File: config.mk
export PLATFORM = sky130hd
export DESIGN_NAME = contador_updown_flat
export DESIGN_NICKNAME = d
export VERILOG_FILES = /design/src/rtl/contador_pkg.sv /design/src/rtl/contador_updown_if.sv /design/src/rtl/contador_step.sv /design/src/rtl/contador_updown.sv /design/src/flat_wrapper.sv
export SDC_FILE = /design/constraint.sdc
export NUM_CORES = 1
export LEC_CHECK = 0
export CAP_MARGIN = 20
export CORE_AREA = 4 4 41 43
export DETAILED_ROUTE_END_ITERATION = 10
export DIE_AREA = 0 0 45 47
export PLACE_DENSITY_LB_ADDON = 0.12
export RECOVER_POWER = 25
export SKIP_CTS_REPAIR_TIMING = 1
export SKIP_LAST_GASP = 1
export SLEW_MARGIN = 20
export SYNTH_ARGS = -nofsm -noshare
export SYNTH_HDL_FRONTEND = slang
export SYNTH_SLANG_ARGS = --single-unit
File: constraint.sdc
create_clock -name clk -period 1.2 [get_ports clk]
set_clock_uncertainty 0.05 [all_clocks]
set_input_delay 0.3 -clock clk [delete_from_list [all_inputs] [get_ports clk]]
set_output_delay 0.3 -clock clk [all_outputs]
set_load 0.03 [all_outputs]
File: src/rtl/contador_pkg.sv
// Shared types and constants for the up/down step counter.
package contador_pkg;

    localparam int CONT_WIDTH = 4;

    typedef enum logic {
        DIR_DOWN = 1'b0,
        DIR_UP   = 1'b1
    } dir_e;

    localparam logic [CONT_WIDTH-1:0] CONT_MAX = {CONT_WIDTH{1'b1}};
    localparam logic [CONT_WIDTH-1:0] CONT_MIN = '0;

endpackage

File: src/rtl/contador_updown_if.sv
// Bus between the sequencer controller and the step register.
interface contador_updown_if
    import contador_pkg::*;
#(
    parameter int WIDTH = CONT_WIDTH
);
    logic [WIDTH-1:0] act;
    logic             updown;
    logic [WIDTH-1:0] out;

    modport master (
        output act,
        output updown,
        input  out
    );

    modport slave (
        input  act,
        input  updown,
        output out
    );
endinterface

File: src/rtl/contador_step.sv
// Combinational +1/-1 step with modulo 2^WIDTH wrap.
module contador_step
    import contador_pkg::*;
#(
    parameter int WIDTH = CONT_WIDTH
) (
    input  logic [WIDTH-1:0] value_i,
    input  dir_e             dir_i,
    output logic [WIDTH-1:0] next_o
);
    logic [WIDTH:0] sum;
    logic           unused_carry;

    // Extra bit absorbs carry/borrow; truncation gives the wrap.
    always_comb begin
        sum = {1'b0, value_i};
        unique case (dir_i)
            DIR_UP:   sum = {1'b0, value_i} + (WIDTH+1)'(1);
            DIR_DOWN: sum = {1'b0, value_i} - (WIDTH+1)'(1);
            default:  sum = {1'b0, value_i};
        endcase
    end

    assign next_o       = sum[WIDTH-1:0];
    assign unused_carry = sum[WIDTH];
endmodule

File: src/rtl/contador_updown.sv
// Async-reset output register around the up/down step.
module contador_updown
    import contador_pkg::*;
#(
    parameter int WIDTH = CONT_WIDTH
) (
    input  logic              clk,
    input  logic              reset,
    contador_updown_if.slave  bus
);
    logic [WIDTH-1:0] out_d;
    logic [WIDTH-1:0] out_q;

    contador_step #(
        .WIDTH (WIDTH)
    ) u_step (
        .value_i (bus.act),
        .dir_i   (dir_e'(bus.updown)),
        .next_o  (out_d)
    );

    always_ff @(posedge clk or negedge reset) begin
        if (!reset) begin
            out_q <= '0;
        end else begin
            out_q <= out_d;
        end
    end

    assign bus.out = out_q;
endmodule

File: src/flat_wrapper.sv
// flat-port wrapper written by rule: the top's interface ports become plain ports
module contador_updown_flat import contador_pkg::*;
#(
    parameter int WIDTH = CONT_WIDTH
)
  (clk, reset, bus_act, bus_updown, bus_out);
  contador_updown_if #(.WIDTH(WIDTH)) bus_i ();
  input  logic clk;
  input  logic reset;
  input wire logic [$bits(bus_i.act)-1:0] bus_act;
  input wire logic [$bits(bus_i.updown)-1:0] bus_updown;
  output wire logic [$bits(bus_i.out)-1:0] bus_out;
  assign bus_i.act = bus_act;
  assign bus_i.updown = bus_updown;
  assign bus_out = bus_i.out;
  contador_updown #(.WIDTH(WIDTH)) u_core (.clk(clk), .reset(reset), .bus(bus_i));
endmodule
==> key figures <==
Global routing
  • Overflow after GRT: 0
  • Pin count of the biggest net entering global routing: 5
  • GRT Util Overall: 0.0501
  • First-pass GRT wire length: 593 µm
  • Vias in the first global route: 152
  • Initial antenna violation count: 0

Final layout
  • Sequential cell area: 100 µm²
  • Post-route insts no fill: 43
  • Synth-to-layout area growth: 73.7%
  • Max reg flops: 4
  • Final core occ: 0.261
  • FILL cells: 146
  • Fin area: 339 µm²
  • N_diodes: 0
  • NumNets Final: 40
  • Layout cells sized above 1: 0.357
  • Area of the multi-input gates: 87.6 µm²

Worst setup path
  • Slowest stage delay, CP: 0.40 ns
  • Crit path DAT: 1.31 ns
  • Critical path class: input port to register
  • CP cell instances: clkdlybuf4s50_1 > ha_1 > a21oi_2 > xnor2_1
  • Worst Path Buf+Inv: 1
  • Max Fanout on Critical Path: 2
  • Critical Path RT: 1.30 ns
  • Worst path top cell family by delay: buffers and inverters
  • Startpoint types: input port
  • CP max-delay cell: clkdlybuf4s50_1
  • Worst Setup End Kind: register

STA
  • Final Hold Viols: 0
  • Least-Margin Pin Slew: 0.184 ns
  • Worst slew margin: 0.877
  • Min Tclk post-route: 1.21 ns
  • Setup violations, final: 1
  • Min Hold Slack: 0.290 ns
  • RSZ-0062 raised after global routing: true
  • Fin crit share: 1.01
  • Final worst slack: -0.0101 ns
  • Max Slew Vio Count: 0
  • Peak Freq: 826 MHz

Status
  • Status: complete, but fails checks
  • Failing checks: setup timing

Die
  • I/O pins: 11
  • Die outline width: 45 µm
  • Initial Util: 0.150
  • Die Y-Extent: 47 µm
  • Cell Rows: 13
  • Core ar.: 1300 µm²
  • Die area: 2120 µm²

Job
  • Maxcap violations: 0

Power and ir drop
  • Power Density: 1350 nW/µm²
  • Static leakage: 0.177 nW
  • VDD IR max: 0.000266 V

Placed design
  • DP Area: 312 µm²
  • Place WS: -0.573 ns
  • Placed cells: 40
  • I/O Buffers: 10
  • GPL Wtd Cong: 0.610

Routing
  • DR WL/cell: 8.81 µm
  • Final wirelength: 379 µm
  • Post-route ant nets: 0
  • Drt pass-1 iters: 1
  • Vias: 145
  • Vias per cell: 3.37
  • DR iter-0 viols: 0
  • Detailed-route DRC error count: 0

Worst hold path
  • Hold Path Class: input port to asynchronous set/reset pin

CTS
  • Num CTS Buffers: 3
  • TritonCTS clock tree: built
  • Clock Tree Root: clkbuf_4
  • Clock-pin slew on the worst setup and hold paths: 0.04 ns
  • Clock buffer depth: 2
  • H-tree depth: 1
  • Clock Sinks: 4

Logic synthesis
  • Synthesized flop and latch total: 4
  • Mapped cell area: 195 µm²
  • Yosys cell types: 8
  • Syn avg cell area: 13.9 µm²
  • Total of warnings raised by yosys: 0
  • Mapped Cells: 14
  • Net count after synthesis: 24
  • Seq/Total Area, Yosys: 0.513
layout by cell type, fill, tap and decap left out, drive strengths merged:
master         instances
a21o                   1
a21oi                  1
buf                    5
clkbuf                 3
clkdlybuf4s25          1
clkdlybuf4s50          2
dfrtp                  4
dlygate4sd3            1
dlymetal6s2s           2
fa                     1
ha                     2
inv                    2
xnor2                  2
xor2                   1
how the worst max path moves through the flow:
| stage | depth (start not counted) | slack [ns] | from | end |
|---|---|---|---|---|
| after detailed placement | 6 | -0.57 | bus_updown | u_core.bus.out[3] |
| after global placement | 6 | -0.55 | bus_updown | u_core.bus.out[3] |
| after CTS | 6 | -0.33 | bus_updown | u_core.bus.out[3] |
| after global routing | 4 | -0.04 | bus_act[2] | u_core.bus.out[3] |
| after floorplan | 5 | 0.02 | bus_updown | u_core.bus.out[3] |
| final | 4 | -0.01 | bus_act[2] | u_core.bus.out[3] |
area by class of cell:
| cell class | count | area share |
|---|---|---|
| clock buffer | 3 | 0.0664 |
| inverter | 2 | 0.0221 |
| multi-input combinational | 8 | 0.258 |
| sequential | 4 | 0.295 |
| tap | 15 | 0.0554 |
| timing repair buffer | 11 | 0.303 |
through the flow:
stage,setup TNS (ns),total power [mW]
after detailed placement,-1.38,0.304
after global routing,-0.0440,0.483
after global placement,-1.36,0.302
after floorplan,0,0.237
final,-0.0101,0.457
after CTS,-0.636,0.474
power by group:
part,leakage (nW),internal (mW),switching (mW)
clock network,0.0138,0.111,0.0480
registers,0.0466,0.155,0.00488
logic,0.116,0.0619,0.0751
per-layer routing:
layer  part of all wire  GRT usage  wire (µm)
met1               0.32     0.0347        120
met2               0.49     0.0650        186
met3               0.16     0.0268         60
met4              0.029      0.105         11
met5                  0          0          0
kinds of logic after synthesis:
group           synth area share
flops                      0.513
xor+xnor                   0.135
fa+ha+maj                  0.231
compound gates            0.0834
buf+inv                   0.0385
cell usage after synthesis (all sizes together):
master,count,area share
xnor2,2,0.090
a21oi,1,0.045
fa,1,0.10
inv,2,0.038
ha,2,0.13
dfrtp,4,0.51
a21o,1,0.038
xor2,1,0.045
(Power assumes the default switching activity.)
